## config.mk

```make
export PLATFORM = sky130hd
export DESIGN_NAME = echo_queue
export DESIGN_NICKNAME = d
export VERILOG_FILES = /design/src/rtl/echo_pkg.sv /design/src/rtl/echo_fifo.sv /design/src/rtl/echo_queue.sv
export SDC_FILE = /design/constraint.sdc
export NUM_CORES = 1
export LEC_CHECK = 0
export CAP_MARGIN = 20
export CORE_ASPECT_RATIO = 1.75
export CORE_MARGIN = 5
export CORE_UTILIZATION = 57
export DETAILED_ROUTE_END_ITERATION = 6
export GPL_TIMING_DRIVEN = 0
export HOLD_SLACK_MARGIN = 0.03
export PLACE_DENSITY_LB_ADDON = 0.08
export SLEW_MARGIN = 0
export SYNTH_ARGS = -nofsm -noshare
export SYNTH_HDL_FRONTEND = slang
export SYNTH_SLANG_ARGS = --single-unit
```

## constraint.sdc

```tcl
create_clock -name CLK -period 8.4 [get_ports CLK]
set_input_delay 1.68 -clock CLK [delete_from_list [all_inputs] [get_ports CLK]]
set_output_delay 1.68 -clock CLK [all_outputs]
set_load 0.02 [all_outputs]
```

## src/rtl/echo_pkg.sv

```systemverilog
// Shared types and constants for the echo queue: entry type tag, entry layout
// and the delay counter width.
package echo_pkg;

   localparam int ENTRY_DATA_W = 32;
   localparam int DLY_W        = 8;

   typedef enum logic {
      SAY  = 1'b0,
      SAY2 = 1'b1
   } entry_type_e;

   // Queue entry as stored in the FIFO; a SAY2 payload is {a, b}.
   typedef struct packed {
      entry_type_e               kind;
      logic [ENTRY_DATA_W-1:0]   payload;
   } entry_t;

endpackage

```

## src/rtl/echo_fifo.sv

```systemverilog
// In-order FIFO with two write ports per cycle; push0 lands before push1.
// Head data is read combinationally from the read pointer.
module echo_fifo #(
   parameter int DEPTH = 4,
   parameter int W     = 33
) (
   input  logic                       CLK,
   input  logic                       nRST,
   input  logic                       push0_i,
   input  logic [W-1:0]               push0_data_i,
   input  logic                       push1_i,
   input  logic [W-1:0]               push1_data_i,
   input  logic                       pop_i,
   output logic [W-1:0]               head_o,
   output logic [$clog2(DEPTH):0]     count_o
);

   localparam int AW = $clog2(DEPTH);
   localparam int CW = AW + 1;

   logic [W-1:0]  mem_q [DEPTH];
   logic [AW-1:0] wr_q, rd_q, wr1;
   logic [CW-1:0] count_q;

   // push1 goes into the slot after push0 when both are written together
   assign wr1 = push0_i ? wr_q + AW'(1) : wr_q;

   // NOTE: storage is deliberately left out of reset; occupancy alone decides validity.
   always_ff @(posedge CLK) begin
      if (push0_i) mem_q[wr_q] <= push0_data_i;
      if (push1_i) mem_q[wr1]  <= push1_data_i;
   end

   always_ff @(posedge CLK) begin
      if (!nRST) begin
         wr_q    <= '0;
         rd_q    <= '0;
         count_q <= '0;
      end else begin
         wr_q    <= wr_q + AW'(push0_i) + AW'(push1_i);
         rd_q    <= rd_q + AW'(pop_i);
         count_q <= count_q + CW'(push0_i) + CW'(push1_i) - CW'(pop_i);
      end
   end

   assign head_o  = mem_q[rd_q];
   assign count_o = count_q;

endmodule

```

## src/rtl/echo_queue.sv

```systemverilog
// Echo server: queues say/say2 requests, holds each new head for DELAY cycles,
// then echoes it on heard/heard2. Also keeps an LED register and zsay4 counter.
module echo_queue
   import echo_pkg::*;
#(
   parameter int DEPTH  = 4,
   parameter int DATA_W = 32,
   parameter int DELAY  = 1,
   parameter int LED_W  = 8,
   parameter int CNT_W  = 16
) (
   input  logic                      CLK,
   input  logic                      nRST,
   input  logic                      request_say_ena,
   input  logic [DATA_W-1:0]         request_say_v,
   output logic                      request_say_rdy,
   input  logic                      request_say2_ena,
   input  logic [DATA_W/2-1:0]       request_say2_a,
   input  logic [DATA_W/2-1:0]       request_say2_b,
   output logic                      request_say2_rdy,
   input  logic                      request_set_leds_ena,
   input  logic [LED_W-1:0]          request_set_leds_v,
   output logic                      request_set_leds_rdy,
   input  logic                      request_zsay4_ena,
   output logic                      request_zsay4_rdy,
   output logic                      indication_heard_ena,
   output logic [DATA_W-1:0]         indication_heard_v,
   input  logic                      indication_heard_rdy,
   output logic                      indication_heard2_ena,
   output logic [DATA_W/2-1:0]       indication_heard2_a,
   output logic [DATA_W/2-1:0]       indication_heard2_b,
   input  logic                      indication_heard2_rdy,
   output logic [LED_W-1:0]          leds,
   output logic [CNT_W-1:0]          zsay4_count,
   output logic [$clog2(DEPTH):0]    occupancy
);

   localparam int CW = $clog2(DEPTH) + 1;
   localparam int HW = DATA_W / 2;
   localparam int EW = DATA_W + 1;

   logic [CW-1:0]    count;
   logic [EW-1:0]    head, say_entry, say2_entry;
   logic             say_push, say2_push, pop, head_valid, eligible, head_load;
   entry_type_e      head_kind;
   logic [DLY_W-1:0] dly_q, dly_d;
   logic [LED_W-1:0] leds_q;
   logic [CNT_W-1:0] cnt_q;

   assign say_entry  = {SAY, request_say_v};
   assign say2_entry = {SAY2, request_say2_a, request_say2_b};

   // RDY looks only at registered occupancy, never at a same-cycle dequeue
   assign request_say_rdy      = count < CW'(DEPTH);
   assign request_say2_rdy     = count <= CW'(DEPTH - 2);
   assign request_set_leds_rdy = 1'b1;
   assign request_zsay4_rdy    = 1'b1;

   assign say_push  = request_say_ena & request_say_rdy;
   assign say2_push = request_say2_ena & request_say2_rdy;

   echo_fifo #(.DEPTH(DEPTH), .W(EW)) u_fifo (
      .CLK          (CLK),
      .nRST         (nRST),
      .push0_i      (say_push),
      .push0_data_i (say_entry),
      .push1_i      (say2_push),
      .push1_data_i (say2_entry),
      .pop_i        (pop),
      .head_o       (head),
      .count_o      (count)
   );

   assign head_valid = count != '0;
   assign head_kind  = entry_type_e'(head[DATA_W]);
   assign eligible   = dly_q == '0;

   // Gating with nRST keeps a stale head from firing during the reset cycle
   assign indication_heard_ena  = nRST & head_valid & eligible & (head_kind == SAY)
                                  & indication_heard_rdy;
   assign indication_heard2_ena = nRST & head_valid & eligible & (head_kind == SAY2)
                                  & indication_heard2_rdy;
   assign pop = indication_heard_ena | indication_heard2_ena;

   assign indication_heard_v  = head_valid ? head[DATA_W-1:0] : '0;
   assign indication_heard2_a = head_valid ? head[DATA_W-1 -: HW] : '0;
   assign indication_heard2_b = head_valid ? head[HW-1:0] : '0;

   // A new head appears on enqueue into empty, or on a pop that leaves entries behind
   assign head_load = (!head_valid & (say_push | say2_push))
                    | (pop & ((count > CW'(1)) | say_push | say2_push));

   // NOTE: every always_comb output gets a default first so no latch is inferred.
   always_comb begin
      dly_d = dly_q;
      if (head_load)
         dly_d = DLY_W'(DELAY);
      else if (!eligible && head_valid)
         dly_d = dly_q - 1'b1;
   end

   always_ff @(posedge CLK) begin
      if (!nRST) begin
         dly_q  <= '0;
         leds_q <= '0;
         cnt_q  <= '0;
      end else begin
         dly_q <= dly_d;
         if (request_set_leds_ena) leds_q <= request_set_leds_v;
         if (request_zsay4_ena)    cnt_q  <= cnt_q + 1'b1;
      end
   end

   assign leds        = leds_q;
   assign zsay4_count = cnt_q;
   assign occupancy   = count;

endmodule

```

=== Word-level counts from Yosys, hierarchy flattened ===
Memories as Yosys holds them, arrays and structs flattened. A register that Yosys moved wholly into a read port is not among the register bits.
Index checks and enable logic that the tools add are counted.

* Memory bits (read-only): 0
* Bits of input ports: 80
* Latch bits: 0
* Output and inout bits: 97
* Register bits: 39
* Word-level logic and storage cells: 55
* Bits in writable memories: 132
* Memories: 1

* $lt $le $gt $ge: 3
* Equal/unequal tests: 0
* Add/subtract/negate cells: 9
* Bitwise logic cells: 17
* Div/mod/pow operators: 0
* Multiply operators: 0
* Multiplexer cells: 11
* Reduce and logical (&&, ||, !) cells: 7
* Shift operators: 0

{| class="wikitable"
|+ Memories
! memory !! depth !! width !! read ports !! clocked after Yosys merged registers in !! write ports !! RTL line !! text
|-
| u_fifo.mem_q || 4 || 33 || 1 || 1 || 2 || echo_fifo.sv:21 || <nowiki>logic [W-1:0] mem_q [DEPTH];</nowiki>
|}

{| class="wikitable"
|+ Operator list
! operator !! number
|-
| $mux 16 || 2
|-
| $mux 32 || 1
|-
| $add 16x1->16 const B || 1
|-
| $and 1x1->1 || 10
|-
| $logic_not 8->1 || 1
|-
| $sub 8x1->8 const B || 1
|-
| $add 2x1->2 || 3
|-
| $add 3x1->3 || 2
|-
| $mux 1 || 6
|-
| $or 1x1->1 || 5
|-
| $mux 2 || 2
|-
| $gt 3x1->1 const B || 1
|-
| $le 3x2->1 const B || 1
|-
| $lt 3x3->1 const B || 1
|-
| $reduce_bool 3->1 || 1
|-
| $sub 3x1->3 || 1
|-
| $add 2x1->2 const B || 1
|-
| $logic_not 1->1 || 2
|-
| $not 1->1 || 2
|-
| $reduce_bool 2->1 || 1
|-
| $reduce_or 2->1 || 1
|-
| $logic_and 1x1->1 || 1
|}

=== Longest topological paths before layout ===
* Depth after elaboration: 9
* Mapped depth: 11
* Mapped depth without buffers: 11

=== By module ===
Synthesis repeated with hierarchy kept, for this count alone.

* Cells, all modules: 611
* Area, all modules: 8996.1 um^2

{| class="wikitable"
|+ By module, submodules not included
! module !! cells each !! sequential area each (um^2) !! instances !! area an instance (um^2)
|-
| echo_fifo || 370 || 4103.9 || 1 || 7016.7
|-
| echo_queue || 241 || 640.6 || 1 || 1979.4
|}

=== Worst setup path before layout ===
OpenSTA, ideal clock, no wires.

* Kind: input to output
* Start point: input port nRST
* End point: output port indication_heard2_ena
* Path slack: 4.376 ns
* Cell stages on the path: 3
* Buffers on the path: 0
* Arrival: 2.344 ns
* Data required time: 6.720 ns
* Path through: nor2b_1 nand4_1 nor2_1

* Cells in the longest elaborated chain, start to end: 4

{| class="wikitable"
|+ Ends and longest elaborated chain
! item !! RTL line !! text
|-
| from (decl) || echo_queue.sv:13 || <nowiki>input logic nRST,</nowiki>
|-
| $and 1x1->1 (3 in series) || echo_queue.sv:81 || <nowiki>assign indication_heard2_ena = nRST & head_valid & eligible & (head_kind == SAY2)</nowiki>
|-
| $and 1x1->1 || echo_queue.sv:82 || <nowiki>& indication_heard2_rdy;</nowiki>
|-
| to (decl) || echo_queue.sv:29 || <nowiki>output logic indication_heard2_ena,</nowiki>
|}

Every way passes these cells.

=== Worst setup path after layout ===
Ends and elaborated chain as after synthesis.

==> results.json <==
{
  "status": "completed",
  "synth_cell_types": 61,
  "cts_setup_buffers": 0,
  "worst_setup_path_end_kind": "output port",
  "cp_top_family": "buffers and inverters",
  "hp-class": "register to register",
  "core_area_sq_mm": 0.0164,
  "grt_overflow": 0,
  "finalSetupViolCount": 0,
  "fmax_mhz": 193,
  "antenna_cells": 0,
  "drtPass1Iterations": 5,
  "power_frac_seq_pct": 32.1,
  "worstSkewPairLatency_ns": 0.43,
  "hpwlAfterDp_microns": 16600,
  "wl_per_cell_microns": 19.2,
  "vdd_drop_max_mv": 0.208,
  "grt_pass1_vias": 7185,
  "hold_violations": 0,
  "viasPerCell": 5.56,
  "min_period_ns": 5.19,
  "slowest_delay_ns": 0.63,
  "path_cells": "clkdlybuf4s50_1 > nor2b_1 > nand4_1 > nor2_1 > clkdlybuf4s50_1",
  "p_total_mw": 4.28,
  "cts.sinks": 171,
  "wl_microns": 23700,
  "io_buffers": 173,
  "synth_edf_count": 128,
  "worstSetupPathType": "input port to output port",
  "postSynthCellCount": 800,
  "async_flop_share_pct": 0,
  "holdBufCountCts": 0,
  "ant_nets": 0,
  "switchingPower_mw": 1.56,
  "htree_num_levels": 4,
  "drive_gt1_share_pct": 15.4,
  "rows": 62,
  "slew_violations": 0,
  "tns_ns": 0,
  "ys_warn_count": 0,
  "final_common_cell": "clkdlybuf4s50_1",
  "fillCellCount": 1145,
  "grt_pass1_wl_microns": 37500,
  "finClkSkew_ns": 0.0102,
  "syn_to_final_growth_pct": 27.9,
  "leakagePower_nw": 4.56,
  "crit_slowest_cell": "clkdlybuf4s50_1",
  "worst_setup_path_start_kind": "input port",
  "pwr-share-comb_pct": 49.0,
  "p_sw_share_pct": 36.4,
  "grt_setup_unrepaired": "false",
  "grt.total_usage_pct": 24.9,
  "fp.dieW_microns": 107,
  "final_core_util_pct": 74.1,
  "clk_pin_slew_worst_paths_ns": 0.07,
  "synth-main-ff-cell": "edfxtp_1",
  "cts_buffers": 17,
  "ys_seq_elements": 171,
  "period_share_pct": 61.8,
  "crit_top_cell": "clkdlybuf4s50_1",
  "intPower_mw": 2.72,
  "grt_max_degree": 33,
  "multi_input_area_sq_mm": 0.00404,
  "crit_required_ns": 6.72,
  "regArea_sq_mm": 0.00470,
  "worst-path-buf-inv": 2,
  "ios": 177,
  "synth.avg_cell_area_sq_um": 11.8,
  "start_util_pct": 57.9,
  "p_per_area_mw_per_mm2": 353,
  "drcViolationCount": 0,
  "drtIter0Drc": 346,
  "worst_pin_slew_ns": 1.00,
  "gp_routability_congestion": 0.822,
  "antenna_found_initial": 0,
  "synth_area_sq_mm": 0.00947,
  "final_cell_mix": "173 x clkdlybuf4s50_1, 141 x mux2i_1, 138 x nand2_1",
  "ys_seq_area_share_pct": 49.7,
  "pwr-share-clk_pct": 18.9,
  "num_vias": 6850,
  "dieArea_sq_mm": 0.0194,
  "cap_viol_max_count": 0,
  "clock_path_buffers": 2,
  "crit_fanout": 8,
  "layout.nets": 1088,
  "maxSlewHeadroom_pct": 33.2,
  "die_h_microns": 181,
  "critPathArrivalTime_ns": 3.51,
  "cts_root_buf": "clkbuf_16",
  "ctsResizeCount": 0,
  "cts_tree": "built"
}
==> flip-flops by register name, summed over array words and instances, names as in the netlist <==
signal          cells
u_fifo.rd_q         2
dly_q               8
u_fifo.count_o      3
u_fifo.wr_q         2
zsay4_count        16
u_fifo.mem_q      132
leds                8
==> layer usage <==
| metal | GRT usage [%] | up-vias | part of all wire, % |
|---|---|---|---|
| met5 | 0 | - | 0 |
| met4 | 7.13 | 0 | 2.0 |
| met3 | 4.27 | 41 | 5.8 |
| met2 | 47.5 | 261 | 57 |
| met1 | 27.8 | 3359 | 35 |
| li1 | - | 3189 | - |
==> power groups by stage <==
stage / clock, mW / sequential, mW / combinational (mW)
3_5_place_dp: 0 / 1.39 / 2.11
4_1_cts: 0.816 / 1.38 / 2.12
3_3_place_gp: 0 / 1.39 / 2.06
6_report: 0.810 / 1.37 / 2.09
5_1_grt: 0.854 / 1.40 / 2.24
2_1_floorplan: 0 / 1.36 / 1.36
==> synth_stat cells (all sizes together) (10+ instances only) <==
library cell    n  area (sq um)
mux2i         142          1430
and2           40           250
mux4           32           721
buf            71           533
ha             11           138
nor3           12          76.3
dfxtp          43           861
nand2         140           528
xor2           11          96.3
nand3          12          70.1
clkbuf         10          37.5
nor2           34           143
edfxtp        128          3840
inv            44           168
==> cell families (layout without fill, tap and decap cells) <==
| logic type | count (synthesis) | count (layout) | share of synthesized area [%] |
|---|---|---|---|
| simple gates | 266 | 266 | 13.4 |
| mux | 175 | 175 | 22.8 |
| flops | 171 | 171 | 49.7 |
| buf+inv | 126 | 332 | 7.83 |
| compound gates | 29 | 29 | 2.54 |
| xor+xnor | 18 | 18 | 1.66 |
| fa+ha+maj | 14 | 14 | 2.09 |
| other cells | 1 | 2 | 0.0396 |
==> path summary, 6_finish.rpt <==
| kind | start | end | slack, ns | cells after the start |
|---|---|---|---|---|
| max | nRST | indication_heard2_ena | 3.21 | 5 |
| min | u_fifo.mem_q[0][32]$_SDFFE_PP1P_ | u_fifo.mem_q[0][32]$_SDFFE_PP1P_ | 0.46 | 2 |
| max reg2reg | dly_q[0]$_SDFFE_PN0P_ | u_fifo.count_o[2]$_SDFF_PN0_ | 5.39 | 11 |
| min reg2reg | u_fifo.mem_q[0][32]$_SDFFE_PP1P_ | u_fifo.mem_q[0][32]$_SDFFE_PP1P_ | 0.46 | 2 |
==> layout make-up <==
type	count	area share [%]
clock inverters	15	1.43
multi-input cells	504	33.3
plain buffers	81	4.71
repair buffers	174	14.5
inverters	45	1.41
well taps	224	2.31
clock buffers	17	3.51
flip-flops and latches	171	38.8
==> worst min-delay path: stages (launching register included) <==
cell and delay [ns]:
dfxtp_1 0.32, nand2_1 0.05, nand2_1 0.05
==> metrics by stage <==
stage          setup WS, ns  hold WS [ns]  cell area [sq um]  instances
2_1_floorplan          4.38         0.421               9480        801
3_3_place_gp           3.21         0.432              11500       1198
3_5_place_dp           3.21         0.448              11500       1199
4_1_cts                3.19         0.458              12100       1231
5_1_grt                3.15         0.478              12100       1231
6_report               3.21         0.460              12100       1231
(Power assumes the default switching activity.)
==> RTL edit 1, RTL diff (same flow settings) <==
Register the output `zsay4_count` once more, with the module's reset; this adds one clock of latency there. The other outputs are not delayed to match.
--- a/src/rtl/echo_queue.sv
+++ b/src/rtl/echo_queue.sv
@@ -113,5 +113,11 @@
 
    assign leds        = leds_q;
-   assign zsay4_count = cnt_q;
+   always_ff @(posedge CLK) begin
+      if (!nRST) begin
+         zsay4_count <= '0;
+      end else begin
+         zsay4_count <= cnt_q;
+      end
+   end
    assign occupancy   = count;
 
Check against the original RTL: not equivalent (a bounded check fails within 4 cycles, from zero or initial values and one cycle with nRST low).
==> RTL edit 1 against the unedited design <==
Maximum frequency rose by 5.6%; wire length rose by 2.2%; worst setup slack improved by 0.28 ns; critical path type unchanged; sequential cell count rose by 16; register-to-register slack got worse by 0.14 ns; critical endpoint unchanged; via count rose by 1.6%; clock skew rose by 0.00081 ns; power rose by 1.7%; synthesized cell count rose by 4.4%; final area rose by 3.3%; utilization fell by 0.18 points; largest cell class unchanged; synthesized area rose by 3.7%.
==> RTL edit 1: results (changes against the unedited design) <==
stage;metric;value;unit;change
run_status;status;finished, final reports clean;;
cells_and_area;fin_nets;1125;;+3.4%
placement;gp_congestion;0.801;;-2.5%
cells_and_area;multi_input_area_share;32.7;%;-0.64 points
synth;avgSynthCellArea;11.8;µm²;-0.64%
critical_path;cp_max_fo;5;;-3
power;cellLeakagePower;4.79;nW;+5.0%
floorplanning;dieArea;20100;µm²;+3.4%
cells_and_area;num-nonclk-inverters;46;;+2.2%
global_route;grt_pass1_vias;7289;;+1.4%
synth;synth_area_leaders;edfxtp_1, mux2i_1, dfxtp_1;;
cells_and_area;clk_share;4.73;%;-0.22 points
timing;hold_ws;0.450;ns;-0.0102 ns
critical_path;cp.arrival;3.23;ns;-0.28 ns
global_route;grt_first_pass_wirelength;38100;µm;+1.5%
global_route;antenna_found_initial;1;;+1
placement;post-place-ws;3.49;ns;+0.286 ns
placement;placed_cells;1239;;+3.3%
critical_path;worstReg2RegStart;u_fifo.wr_q[0];;
critical_path;worst-r2r-cell-count;6;;-5
cells_and_area;post-route-util;73.9;%;-0.18 points
placement;dpl_cell_area;11900;µm²;+3.5%
synth;ys_types;56;;-8.2%
route;via_count;6959;;+1.6%
critical_path;r2r_slack;5.25;ns;-0.14 ns
synth;synthTopCellsByCount;nand2_1, mux2i_1, edfxtp_1, dfxtp_1, and2_1;;
global_route;grt_usage;24.8;%;-0.076 points
placement;hpwl;17000;µm;+2.4%
cts;cts.sinks;187;;+9.4%
power;p_clk;0.000798;W;-1%
critical_path;reg2reg_to;u_fifo.mem_q[3][21];;
cells_and_area;drive_above_1_share;14.5;%;-0.93 points
power;p_int;0.00279;W;+2.5%
cells_and_area;nonClkBufAreaFrac;18.8;%;-0.43 points
route;routedWlPerCell;19.0;µm;-1.1%
timing;tightest_slew;1.01;ns;+0.00327 ns
power;power_frac_comb;48.9;%;about the same
cells_and_area;fillers;1194;;+4.3%
timing;skew;0.0110;ns;+0.000811 ns
cells_and_area;nNonClkBuffers;259;;+1.6%
route;first_iter_violations;422;;+22%
RTL edit 1: cell count changes after synthesis, sizes merged, moves of 3 or more:
cell / change
o21ai: +5
nand3: -4
nor2: -4
xnor2: -3
dfxtp: +16
and2: +17
nand2: +6
or4: +3
RTL edit 1: logic make-up after synthesis:
family / count (synthesis) / synth area share (%)
AOI/OAI and AO/OA: 34 / 2.55
xor gates and xnor gates: 14 / 1.25
DFF: 187 / 51.1
buffers and inverters: 129 / 7.33
and+or+nand+nor: 282 / 13.9
adders and majority gates: 14 / 2.01
other: 1 / 0.0382
muxes: 174 / 21.8
RTL edit 1: per-layer routing:
metal | GRT usage (%) | vias to the layer above | wire (µm)
li1 | - | 3284 | -
met1 | 27.9 | 3379 | 8720
met2 | 45.8 | 255 | 13400
met3 | 4.53 | 41 | 1430
met4 | 9.69 | 0 | 630
met5 | 0 | - | 0
RTL edit 1: tightest hold or removal path, stage by stage, from the launching register on:
cell     delay (ns)
dfxtp_1        0.31
nand2_1        0.05
nand2_1        0.05
==> RTL edit 2, RTL diff (same flow settings) <==
Without the edit above. `DATA_W`: 32 -> 36.
--- a/src/rtl/echo_queue.sv
+++ b/src/rtl/echo_queue.sv
@@ -5,5 +5,5 @@
 #(
    parameter int DEPTH  = 4,
-   parameter int DATA_W = 32,
+   parameter int DATA_W = 36,
    parameter int DELAY  = 1,
    parameter int LED_W  = 8,
Interface: changed (6 resized); port bits go from 177 to 193. No check against the original RTL was run, so the function may have changed too.
==> RTL edit 2 against the unedited design <==
Final area increased by 9.1%; wire length increased by 9.5%; global-route usage decreased by 0.41 points; synthesized area increased by 9.9%; critical path depth unchanged; hold slack got worse by 0.0081 ns; worst setup slack improved by 0.23 ns; sequential cell count increased by 16; power increased by 8.8%; critical endpoint is now indication_heard_ena; highest routed layer unchanged.
==> RTL edit 2: results (changes against the unedited design) <==
stage;metric;value;unit;change
route;wl;25900;µm;+9.5%
power;power.total;0.00465;W;+8.8%
synth;synthTopCellsByCount;nand2_1, mux2i_1, edfxtp_1, and2_1, inv_1;;
global_route;gr-usage-met2;46.6;%;-0.93 points
worst_hold_path;holdPathEnd;u_fifo.mem_q[0][36];;
route;wl_met3;1530;µm;+11%
synth;ys_seq_area_share;49.8;%;+0.15 points
placement;post-place-ws;3.45;ns;+0.248 ns
power;ir_worst_vdd;0.228;mV;+9.8%
route;first_iter_violations;453;;+31%
critical_path;startpoint;indication_heard_rdy;;
global_route;grt_first_pass_wirelength;40600;µm;+8.3%
cells_and_area;drive_above_1_share;14.5;%;-0.86 points
synth;synth_area_leaders;edfxtp_1, mux2i_1, dfxtp_1;;
power;p_int;0.00292;W;+7.5%
cells_and_area;largest_register_ffs;148;;+12%
run_status;status;finished, final reports clean;;
placement;gp_congestion;0.815;;-0.86%
critical_path;crit_end;indication_heard_ena;;
cts;clk_latency;0.45;ns;+0.02 ns
timing;skew;0.0180;ns;+0.00782 ns
power;cellLeakagePower;5.03;nW;+10%
critical_path;r2r_slack;5.09;ns;-0.30 ns
global_route;grt_max_degree;37;;+12%
global_route;grt_usage;24.5;%;-0.41 points
power;seq_power_share;31.9;%;-0.2 points
RTL edit 2: cell families (layout without fill, tap and decap cells):
group	count (synthesis)	in the layout	share of synthesized area (%)
AND/OR/NAND/NOR	291	291	13.7
multiplexers	197	197	23.4
flip-flops	187	187	49.8
buffers and inverters	138	359	7.87
AO/OA/AOI/OAI	29	29	2.07
XOR/XNOR	15	15	1.26
adder cells (fa/ha/maj)	14	14	1.90
other	1	2	0.0360
RTL edit 2: final cells by class:
type | count | area, µm²
Clock inverter | 14 | 153
Clock buffer | 17 | 425
Timing Repair Buffer | 190 | 1940
Tap cell | 234 | 293
Sequential cell | 187 | 5180
Multi-Input combinational cell | 548 | 4410
Fill cell | 1265 | 4740
Inverter | 50 | 190
Buffer | 88 | 629
RTL edit 2: tightest hold or removal path, delay by kind of cell, from the launching register on:
| family | cells | cell delay [ns] |
|---|---|---|
| flip-flops | 1 | 0.31 |
| AND/OR/NAND/NOR | 2 | 0.10 |
